[config.mk]
export PLATFORM = sky130hd
export DESIGN_NAME = rw_burst_ctrl
export DESIGN_NICKNAME = d
export VERILOG_FILES = /design/src/rtl/rw_burst_ctrl.sv
export SDC_FILE = /design/constraint.sdc
export NUM_CORES = 1
export LEC_CHECK = 0
export CORE_UTILIZATION = 54
export DETAILED_ROUTE_END_ITERATION = 10
export HOLD_SLACK_MARGIN = 0.08
export PLACE_DENSITY_LB_ADDON = 0.15
export SYNTH_ARGS = -nofsm -noshare
export SYNTH_HDL_FRONTEND = slang
export SYNTH_SLANG_ARGS = --single-unit
[constraint.sdc]
create_clock -name Clk -period 5.51 [get_ports Clk]
set_input_delay 1.102 -clock Clk [delete_from_list [all_inputs] [get_ports Clk]]
set_output_delay 1.102 -clock Clk [all_outputs]
set_load 0.01 [all_outputs]
[src/rtl/rw_burst_ctrl.sv]
// Burst read/write/loopback sequencer between a serial link and a sync memory.
// Every output is a register loaded from the state the FSM is about to enter.
module rw_burst_ctrl #(
  parameter int DATA_W     = 8,
  parameter int ADDR_W     = 8,
  parameter int MAX_BURST  = 16,
  parameter int LEN_W      = 5,
  parameter int TX_TIMEOUT = 255
) (
  input  logic              Clk,
  input  logic              Reset,
  input  logic              Active,
  input  logic              Mode,
  input  logic              ValidCmd,
  input  logic              RW,
  input  logic [ADDR_W-1:0] CmdAddr,
  input  logic [LEN_W-1:0]  CmdLen,
  input  logic              RxValid,
  input  logic [DATA_W-1:0] RxData,
  input  logic              TxDone,
  input  logic [DATA_W-1:0] MemRdData,
  output logic              AccessMem,
  output logic              RWMem,
  output logic [ADDR_W-1:0] MemAddr,
  output logic [DATA_W-1:0] MemWrData,
  output logic              SampleData,
  output logic              TxData,
  output logic [DATA_W-1:0] TxByte,
  output logic              Busy,
  output logic              Done,
  output logic              Err
);

  // state      | meaning
  // S_IDLE     | waiting for a command
  // S_RD_ISSUE | memory read strobe for the current address
  // S_RD_CAP   | read data returning, handed to the transmitter next
  // S_TX_WAIT  | word in flight, waiting for TxDone under the timeout
  // S_WR_WAIT  | waiting for a received word to store
  // S_WR_DO    | memory write strobe
  // S_LB_WAIT  | waiting for a received word to echo
  // S_DONE     | one-cycle completion report
  typedef enum logic [2:0] {
    S_IDLE, S_RD_ISSUE, S_RD_CAP, S_TX_WAIT, S_WR_WAIT, S_WR_DO, S_LB_WAIT, S_DONE
  } state_t;

  localparam int TMR_W = $clog2(TX_TIMEOUT + 1);

  state_t             state, state_n;
  logic [ADDR_W-1:0]  addr, addr_n;
  logic [LEN_W-1:0]   rem, rem_n, rem_dec;
  logic               mode_q, mode_n;
  logic [TMR_W-1:0]   timer, timer_n;
  logic               busy_state, last_word;
  logic               err_n, access_n, rwmem_n, sample_n, tx_data_n, busy_n, done_n;
  logic [ADDR_W-1:0]  mem_addr_n;
  logic [DATA_W-1:0]  wr_data_n, tx_byte_n;

  assign busy_state = (state != S_IDLE) && (state != S_DONE);
  assign rem_dec    = (rem != '0) ? rem - 1'b1 : rem;
  assign last_word  = (rem <= LEN_W'(1));

  always_ff @(posedge Clk) begin
    if (Reset) begin
      state      <= S_IDLE;
      addr       <= '0;
      rem        <= '0;
      mode_q     <= 1'b0;
      timer      <= '0;
      AccessMem  <= 1'b0;
      RWMem      <= 1'b0;
      MemAddr    <= '0;
      MemWrData  <= '0;
      SampleData <= 1'b0;
      TxData     <= 1'b0;
      TxByte     <= '0;
      Busy       <= 1'b0;
      Done       <= 1'b0;
      Err        <= 1'b0;
    end else begin
      state      <= state_n;
      addr       <= addr_n;
      rem        <= rem_n;
      mode_q     <= mode_n;
      timer      <= timer_n;
      AccessMem  <= access_n;
      RWMem      <= rwmem_n;
      MemAddr    <= mem_addr_n;
      MemWrData  <= wr_data_n;
      SampleData <= sample_n;
      TxData     <= tx_data_n;
      TxByte     <= tx_byte_n;
      Busy       <= busy_n;
      Done       <= done_n;
      Err        <= err_n;
    end
  end

  always_comb begin
    state_n = state;
    addr_n  = addr;
    rem_n   = rem;
    mode_n  = mode_q;
    timer_n = timer;
    err_n   = 1'b0;
    case (state)
      S_IDLE: if (ValidCmd && Active) begin
        addr_n = CmdAddr;
        rem_n  = CmdLen;
        mode_n = Mode;
        if (CmdLen == '0 || CmdLen > LEN_W'(MAX_BURST)) err_n = 1'b1;
        else if (!Mode)                                  state_n = S_LB_WAIT;
        else if (RW)                                     state_n = S_RD_ISSUE;
        else                                             state_n = S_WR_WAIT;
      end
      S_RD_ISSUE: state_n = S_RD_CAP;
      S_RD_CAP:   state_n = S_TX_WAIT;
      // TxDone in the last timer cycle still wins over the timeout.
      S_TX_WAIT: if (TxDone) begin
        rem_n = rem_dec;
        if (mode_q) addr_n = addr + 1'b1;
        if (last_word)   state_n = S_DONE;
        else if (mode_q) state_n = S_RD_ISSUE;
        else             state_n = S_LB_WAIT;
      end else if (timer == '0) begin
        err_n   = 1'b1;
        state_n = S_IDLE;
      end
      S_WR_WAIT: if (RxValid) state_n = S_WR_DO;
      S_WR_DO: begin
        addr_n  = addr + 1'b1;
        rem_n   = rem_dec;
        state_n = last_word ? S_DONE : S_WR_WAIT;
      end
      S_LB_WAIT: if (RxValid) state_n = S_TX_WAIT;
      S_DONE:    state_n = S_IDLE;
      default:   state_n = S_IDLE;
    endcase
    if (busy_state && !Active) begin
      state_n = S_IDLE;
      addr_n  = addr;
      rem_n   = rem;
      err_n   = 1'b1;
    end
    if (state_n == S_TX_WAIT && state != S_TX_WAIT) timer_n = TMR_W'(TX_TIMEOUT - 1);
    else if (state == S_TX_WAIT && timer != '0)     timer_n = timer - 1'b1;
  end

  always_comb begin
    access_n   = 1'b0;
    rwmem_n    = 1'b0;
    mem_addr_n = MemAddr;
    wr_data_n  = MemWrData;
    sample_n   = 1'b0;
    tx_data_n  = 1'b0;
    tx_byte_n  = TxByte;
    done_n     = 1'b0;
    busy_n     = (state_n != S_IDLE) && (state_n != S_DONE);
    case (state_n)
      S_RD_ISSUE: begin
        access_n   = 1'b1;
        mem_addr_n = addr_n;
      end
      S_WR_DO: begin
        access_n   = 1'b1;
        rwmem_n    = 1'b1;
        mem_addr_n = addr_n;
        wr_data_n  = RxData;
      end
      S_WR_WAIT, S_LB_WAIT: sample_n = 1'b1;
      S_DONE:               done_n   = 1'b1;
      default: ;
    endcase
    if (state_n == S_TX_WAIT && state != S_TX_WAIT) begin
      tx_data_n = 1'b1;
      tx_byte_n = (state == S_RD_CAP) ? MemRdData : RxData;
    end
  end

endmodule

==> results.tsv, run 1 <==
metric	value	unit
ff_latch_area	1120	µm²
max_freq	278	MHz
wl_per_cell	15.1	µm
globalplace.congestion	0.858	
min_period	3.60	ns
viasPerCell	5.65	
fin_skew	0.00804	ns
ioPinCount	68	
crit_fanout	10	
yosysTopAreaCell	dfxtp_1	
fin_setup_tns	0	ns
grt_antenna_before_repair	0	
grt_overflow	0	
cp_slowest_stage_delay	0.67	ns
htreeDepth	2	
synthTopCellsByArea	dfxtp_1 (37%), mux2i_1 (6.0%), mux2_1 (5.6%)	
slew_violations	0	
start_util	0.576	
critPathLaunch	CmdLen[3]	
synth_edf_count	0	
worstPathRequired	5.72	ns
yosys_warnings	0	
cp_top_family	simple AND/OR/NAND/NOR gates	
clkTransAtPathRegs	0.11	ns
grt_max_degree	34	
power	979	µW
path_buf_inv	1	
timing.rr.start	state[0]	
insertion_delay	0.32	ns
grt_pass1_vias	2491	
hold_viol_final	0	
drc	0	
postCtsHoldBufs	0	
seq_area_frac_synth	0.372	
max_slew_margin	0.437	
vdd_drop_max	166	µV
n_antenna_cell	0	
power_density	258	nW/µm²
track_usage	0.244	
num-fill-cells	432	
final_nets	440	
synth_cells	340	
finalSetupViolCount	0	
synth-seq-cells	56	
num_vias	2650	
timing.final.crit_share	0.653	
std_cell_rows	26	
die_h	76.7	µm
p_leak	0.00139	µW
cts_resized	0	
port_buffers	67	
max_cap_viol_count	0	
path_cells	clkdlybuf4s50_1 -> nor4_4 -> xor2_1 -> o32ai_1 -> and2_1 -> nor2b_1 -> mux2_1	
synth_area	3020	µm²
cts-root-buf	clkbuf_8	
grt_pass1_wl	11500	µm
first_pass_iters	4	
clockBufferDepth	2	
antenna_left	0	
slowest_stage	nor2b_1	
drive_above_1_share	0.0576	
area_growth	25.9	%
die_w	76.7	µm
synth.net_count	382	
post_cts_buffers	0	
tightest_slew	0.840	ns
syn_area_per_cell	8.87	µm²
r2r_slack	2.63	ns
first_iter_violations	168	
rsz0062_at_grt	false	
numCtsBuffers	5	
netlist_top_cells_count	dfxtp_1 (56), nand2_1 (41), nor2_1 (21)	
status	complete, no violations	
arrival	3.81	ns
cp-start-kind	input port	
hpwl	5110	µm
synth.most_common_cell	dfxtp_1	
synth_top_area_frac	0.372	
synth-main-ff-cell	dfxtp_1	
ys_types	60	
cts_sinks	56	
end_kind	flop	
ys_async_sr_fraction	0	
die_area	5890	µm²
min_from	MemWrData[3]	
hold_path_class	flop to flop	
cts_tree	done	
wl	7060	µm
core-area	5240	µm²
worst-setup-path-type	input port to flop	
multi_input_area	1760	µm²
where the power goes:
group	switching, µW	internal (µW)	total (µW)
combinational	140	130	270
sequential	33.9	435	469
clock	147	93.8	240
total	321	659	979
area by class of cell:
type | count | share of cell area
Multi-Input combinational cell | 253 | 0.463
Sequential cell | 56 | 0.295
Timing Repair Buffer | 69 | 0.181
Tap cell | 70 | 0.0231
Clock buffer | 5 | 0.0181
Inverter | 13 | 0.0129
Clock inverter | 3 | 0.00725
path summary, 6_finish.rpt:
check | endpoint | cells past startpoint
worst max-delay path | MemAddr[1] | 7
worst min-delay path | MemWrData[3] | 2
worst max register to register | MemAddr[1] | 5
worst min register to register | MemWrData[3] | 2
per-layer routing:
layer,vias to the layer above,share of wire,GRT usage
met1,1241,0.43,0.292
met4,0,0.023,0.0942
met2,70,0.49,0.421
met3,18,0.056,0.0571
met5,-,0,0
li1,1321,-,-
per-stage QoR:
stage / setup WS [ns] / cells / hold WS [ns] / cell area (µm²) / util
final: 1.91 / 469 / 0.464 / 3800 / 0.725
after detailed placement: 1.59 / 461 / 0.456 / 3700 / 0.707
after global routing: 1.74 / 469 / 0.496 / 3800 / 0.725
after CTS: 1.91 / 469 / 0.470 / 3800 / 0.725
after global placement: 1.63 / 461 / 0.445 / 3700 / 0.707
after floorplan: 2.73 / 340 / 0.479 / 3020 / -
sequential cells by signal, summed over array words and instances (netlist names):
register	cells
TxByte	8
MemWrData	8
timer	8
AccessMem	1
Done	1
TxData	1
state	3
Err	1
MemAddr	8
mode_q	1
SampleData	1
addr	8
Busy	1
rem	5
RWMem	1
cells in the final DEF, fill, tap and decap left out, types with 5 or more instances in the layout:
cell type	synthesis	routed
nand2_1	41	41
nor3_1	6	6
o21ai_0	15	15
nor2b_1	19	19
mux2_1	15	15
ha_1	5	5
a32o_1	5	5
mux2i_1	18	18
xor2_1	6	6
clkdlybuf4s50_1	0	67
dfxtp_1	56	56
inv_1	12	12
nand3_1	8	8
clkbuf_8	0	5
a21oi_1	19	19
nor2_1	21	21
nand2b_1	8	8
tightest hold or removal path, cell delays in order, from the launching register on:
cell,delay [ns]
dfxtp_1,0.32
nand2_1,0.05
mux2i_1,0.05
cells by family after synthesis:
| logic type | count (synthesis) | synth area share |
|---|---|---|
| AOI/OAI and AO/OA | 73 | 0.168 |
| xor gates and xnor gates | 10 | 0.0290 |
| adders and majority gates | 5 | 0.0207 |
| buffers and inverters | 31 | 0.0452 |
| DFF | 56 | 0.372 |
| muxes | 34 | 0.121 |
| and+or+nand+nor | 131 | 0.245 |
Power figures use the tool's default switching activity.
==> run 2, diff against run 1 <==
--- a/config.mk
+++ b/config.mk
@@ -5,7 +5,7 @@
 export SDC_FILE = /design/constraint.sdc
 export NUM_CORES = 1
 export LEC_CHECK = 0
-export CORE_UTILIZATION = 54
+export CORE_UTILIZATION = 46
 export DETAILED_ROUTE_END_ITERATION = 10
 export HOLD_SLACK_MARGIN = 0.08
 export PLACE_DENSITY_LB_ADDON = 0.15
==> constraint.sdc (replaced) <==
create_clock -name Clk -period 3 [get_ports Clk]
set_input_delay 0.6 -clock Clk [delete_from_list [all_inputs] [get_ports Clk]]
set_output_delay 0.6 -clock Clk [all_outputs]
set_load 0.01 [all_outputs]
==> run 2 against run 1 <==
Setup slack worse by 1.5 ns. Clock skew hardly changed. Count of clock-buffer cells in the layout is 1 higher. Critical endpoint is now TxByte[1]. Via count is 1.7% lower.
==> results.tsv, run 2 (same netlist as run 1, synthesis figures left out) <==
metric	value	unit
track_usage	0.201	
clkTransAtPathRegs	0.10	ns
start_util	0.475	
timing.final.crit_share	0.855	
wl	6740	µm
hold_path_class	flop to flop	
grt_antenna_before_repair	0	
numCtsBuffers	5	
num_vias	2605	
wl_met3	346	µm
fin_skew	0.00770	ns
die_area	6880	µm²
hpwl	4920	µm
n_antenna_cell	0	
rsz0062_at_grt	false	
htreeDepth	2	
drive_above_1_share	0.0809	
timing.rr.start	state[0]	
clockBufferDepth	2	
postCtsHoldBufs	0	
viasPerCell	5.37	
cts-root-buf	clkbuf_8	
insertion_delay	0.31	ns
globalplace.congestion	0.828	
worst-setup-path-type	input port to flop	
crit_fanout	14	
grt_overflow	0	
grt_max_degree	40	
cts_sinks	56	
core-area	6350	µm²
max_cap_viol_count	0	
power_density	469	nW/µm²
finalSetupViolCount	0	
min_from	MemWrData[5]	
grt_pass1_wl	11600	µm
top_layer	met4	
status	complete, no violations	
area_growth	28.6	%
p_leak	0.00144	µW
max_slew_margin	0.586	
port_buffers	67	
layout_commonest_cell	clkdlybuf4s50_1	
antenna_left	0	
fin_setup_tns	0	ns
std_cell_rows	29	
cts_resized	0	
vdd_drop_max	295	µV
wl_met1	3250	µm
placed_area	3780	µm²
post-route-util	0.611	
cp-start-kind	input port	
hold_viol_final	0	
tightest_slew	0.615	ns
ioPinCount	68	
first_iter_violations	143	
grt_pass1_vias	2499	
fin_area	3880	µm²
slew_violations	0	
worstPathRequired	3.20	ns
end_kind	flop	
max_freq	390	MHz
final_nets	449	
wl_per_cell	13.9	µm
arrival	2.77	ns
drc	0	
routed-wl-met2	3080	µm
die_h	83.0	µm
min_period	2.56	ns
critPathLaunch	CmdLen[3]	
layout_common_cells	clkdlybuf4s50_1 (67), dfxtp_1 (56), nand2_1 (41), nor2_1 (21)	
first_pass_iters	4	
post_cts_buffers	0	
cts_tree	done	
die_w	83.0	µm
[run 2: changes by cell type in the layout (fill, tap and decap cells not counted)]
cell | before | now
buf_4 | 2 | 11
clkbuf_8 | 5 | 6
clkinv_2 | 0 | 1
clkinv_4 | 1 | 0
clkinvlp_4 | 1 | 0
inv_6 | 0 | 1
inv_8 | 1 | 0
nor3b_1 | 4 | 3
nor3b_2 | 1 | 2
[run 2: layout make-up]
| type | instances | area [µm²] |
|---|---|---|
| Fill cell | 600 | 2470 |
| Sequential cell | 56 | 1120 |
| Multi-Input combinational cell | 253 | 1760 |
| Timing Repair Buffer | 78 | 753 |
| Clock buffer | 6 | 82.6 |
| Inverter | 13 | 48.8 |
| Clock inverter | 2 | 13.8 |
| Tap cell | 77 | 96.3 |
[run 2: critical path: stages]
cell and delay (ns):
clkdlybuf4s50_1 0.46, nor4_4 0.35, xor2_1 0.29, o21ai_0 0.20, a31oi_1 0.28, nand3_4 0.22
mux2_1 0.36
[run 2: metrics by stage]
stage | power (µW) | instances | hold WS, ns | worst slack [ns]
2_1_floorplan | 1200 | 340 | 0.479 | 0.717
3_3_place_gp | 1380 | 477 | 0.443 | 0.156
3_5_place_dp | 1390 | 477 | 0.449 | 0.0886
4_1_cts | 1830 | 485 | 0.466 | 0.417
5_1_grt | 1920 | 485 | 0.496 | 0.272
6_report | 1820 | 485 | 0.464 | 0.435
[run 2: layer usage]
| layer | global-route usage | up-vias |
|---|---|---|
| li1 | - | 1335 |
| met1 | 0.270 | 1200 |
| met4 | 0.0502 | 0 |
| met2 | 0.331 | 63 |
| met3 | 0.0398 | 7 |
| met5 | 0 | - |
[run 2: path summary, 6_finish.rpt]
kind / slack [ns] / endpoint / cells past startpoint
setup / recovery: 0.44 / TxByte[1] / 7
hold reg to reg: 0.46 / MemWrData[5] / 2
hold / removal: 0.46 / MemWrData[5] / 2
setup reg to reg: 0.61 / TxByte[1] / 6
[run 2: report_power, final]
group / internal [µW] / total [µW] / switching (µW)
clock: 190 / 444 / 255
combinational: 257 / 521 / 264
sequential: 798 / 852 / 53.4
total: 1250 / 1820 / 572
==> run 3, diff against run 2 <==
--- a/config.mk
+++ b/config.mk
@@ -5,6 +5,7 @@
 export SDC_FILE = /design/constraint.sdc
 export NUM_CORES = 1
 export LEC_CHECK = 0
+export ABC_AREA = 1
 export CORE_UTILIZATION = 46
 export DETAILED_ROUTE_END_ITERATION = 10
 export HOLD_SLACK_MARGIN = 0.08
==> run 3 against run 2 <==
The flow now finishes with violations (design-rule violations). Critical path depth grew 6. Routed wire length grew 12%. Register-to-register slack gained 0.16 ns. Clock power grew 13%. Setup slack gained 0.21 ns. Largest power group is now combinational cells. Highest routed layer unchanged.
==> results.tsv, run 3 <==
metric	value	unit
synth_top_area_frac	0.359	
worst-setup-path-type	input port to flop	
cp-start-kind	input port	
synth.most_common_cell	nand2_1	
viasPerCell	5.15	
max_slew_margin	0.629	
syn_area_per_cell	6.65	µm²
yosysTopAreaCell	dfxtp_1	
max_cap_viol_count	0	
crit_fanout	20	
critPathLaunch	TxDone	
core-area	6460	µm²
htreeDepth	2	
num_vias	3162	
num-fill-cells	620	
power_density	1070	nW/µm²
hold_viol_final	0	
place_ws	0.319	ns
final_nets	578	
clockBufferDepth	2	
grt_pass1_wl	13100	µm
area_growth	26.3	%
slowest_stage	clkdlybuf4s50_1	
tightest_slew	0.555	ns
globalplace.congestion	0.880	
cp_slowest_stage_delay	0.57	ns
end_kind	flop	
timing.rr.start	state[2]	
drc	6	
layout_common_cells	nand2_1 (105), nor2_1 (75), clkdlybuf4s50_1 (67), inv_1 (58), dfxtp_1 (56)	
hold_path_class	flop to flop	
grt_util_met2	0.390	
vdd_drop_max	513	µV
port_buffers	67	
postCtsHoldBufs	0	
wl_per_cell	12.3	µm
status	finished with violations	
synth-main-ff-cell	dfxtp_1	
cts_sinks	56	
post_cts_buffers	0	
min_from	TxByte[0]	
arrival	2.61	ns
first_pass_iters	8	
hpwl	5700	µm
start_util	0.483	
met1_usage	0.290	
met3_usage	0.0413	
cts-root-buf	clkbuf_8	
synth_area	3120	µm²
min_period	2.36	ns
fin_ws	0.644	ns
die_w	84.3	µm
slew_violations	0	
drive_above_1_share	0.0652	
busiest_layer	met2	
p_leak	0.00179	µW
timing.final.crit_share	0.785	
die_area	7110	µm²
fin_setup_tns	0	ns
synthTopCellsByArea	dfxtp_1 (36%), nand2_1 (13%), nor2_1 (9.0%)	
insertion_delay	0.31	ns
ff_latch_area	1120	µm²
post-route-util	0.610	
max_freq	424	MHz
grt_antenna_before_repair	0	
worstPathRequired	3.25	ns
hold_depth	2	
ioPinCount	68	
multi_input_area	1650	µm²
grt_pass1_vias	2957	
n_antenna_cell	0	
path_cells	clkdlybuf4s50_1 -> inv_1 -> nor2_4 -> inv_1 -> nand2_1 -> nand2_1 -> nand2_2 -> nand2_2 -> nor2_4 -> nand3_4 -> nand2_1 -> inv_1 -> nor2_1	
first_iter_violations	207	
reg2reg_depth	12	
violations	design-rule violations	
wl	7550	µm
netlist_top_cells_count	nand2_1 (105), nor2_1 (75), inv_1 (58)	
seq_area_frac_synth	0.359	
synth-seq-cells	56	
grt_max_degree	26	
cts_tree	done	
cts_resized	0	
synth_cells	469	
yosys_warnings	0	
fin_skew	0.00342	ns
synth_edf_count	0	
std_cell_rows	29	
grt_overflow	0	
rsz0062_at_grt	false	
antenna_left	0	
track_usage	0.225	
layout_commonest_cell	nand2_1	
ys_types	38	
finalSetupViolCount	0	
numCtsBuffers	5	
ys_async_sr_fraction	0	
clkTransAtPathRegs	0.10	ns
synth.net_count	511	
die_h	84.3	µm
run 3: cell count changes after synthesis, moves of 5 or more:
| cell | previous run | this run |
|---|---|---|
| a21oi_1 | 19 | 28 |
| nand4_1 | 2 | 20 |
| o21ai_0 | 15 | 23 |
| mux2i_1 | 18 | 0 |
| buf_2 | 7 | 1 |
| nand2_1 | 41 | 105 |
| nand3_1 | 8 | 37 |
| nand2b_1 | 8 | 0 |
| inv_1 | 12 | 58 |
| nor2b_1 | 19 | 0 |
| nand2_2 | 0 | 5 |
| a32o_1 | 5 | 0 |
| mux2_1 | 15 | 0 |
| nor2_1 | 21 | 75 |
run 3: area by class of cell:
cell class | count | area share
Sequential cell | 56 | 0.285
Timing Repair Buffer | 72 | 0.180
Inverter | 66 | 0.0641
Tap cell | 77 | 0.0245
Clock inverter | 2 | 0.00984
Clock buffer | 6 | 0.0184
Multi-Input combinational cell | 335 | 0.419
run 3: final timing paths:
path,to,slack (ns)
worst min-delay path,TxByte[0],0.48
worst max register to register,MemWrData[0],0.77
worst min register to register,TxByte[0],0.48
worst max-delay path,MemWrData[0],0.64
run 3: critical path: cells and delay by family:
kind	cells	cell delay, ns
buffers and inverters	4	0.77
and+or+nand+nor	9	1.23
run 3: per-layer routing:
metal	routed length (µm)	vias to the layer above
met5	0	-
met4	89	0
met1	3440	1415
li1	-	1638
met3	386	12
met2	3640	97
run 3: per-stage QoR:
stage | total power (µW) | instance area (µm²) | hold WS (ns) | cells
after CTS | 4220 | 3940 | 0.478 | 614
after detailed placement | 3700 | 3830 | 0.463 | 606
final | 4220 | 3940 | 0.476 | 614
after global routing | 4630 | 3940 | 0.519 | 614
after floorplan | 3120 | 3120 | 0.469 | 469
after global placement | 3670 | 3830 | 0.454 | 606
run 3: power breakdown:
group          internal, µW  total, µW  switching, µW
Clock                   253        503            250
Sequential             1000       1190            184
Combinational           911       2530           1620
Total                  2170       4220           2050
run 3: cell families (layout without fill, tap and decap cells):
family,count (synthesis),after routing,synth area share
AND/OR/NAND/NOR,257,257,0.371
buffers and inverters,78,146,0.112
AO/OA/AOI/OAI,64,64,0.112
flip-flops,56,56,0.359
XOR/XNOR,9,9,0.0253
adder cells (fa/ha/maj),5,5,0.0201
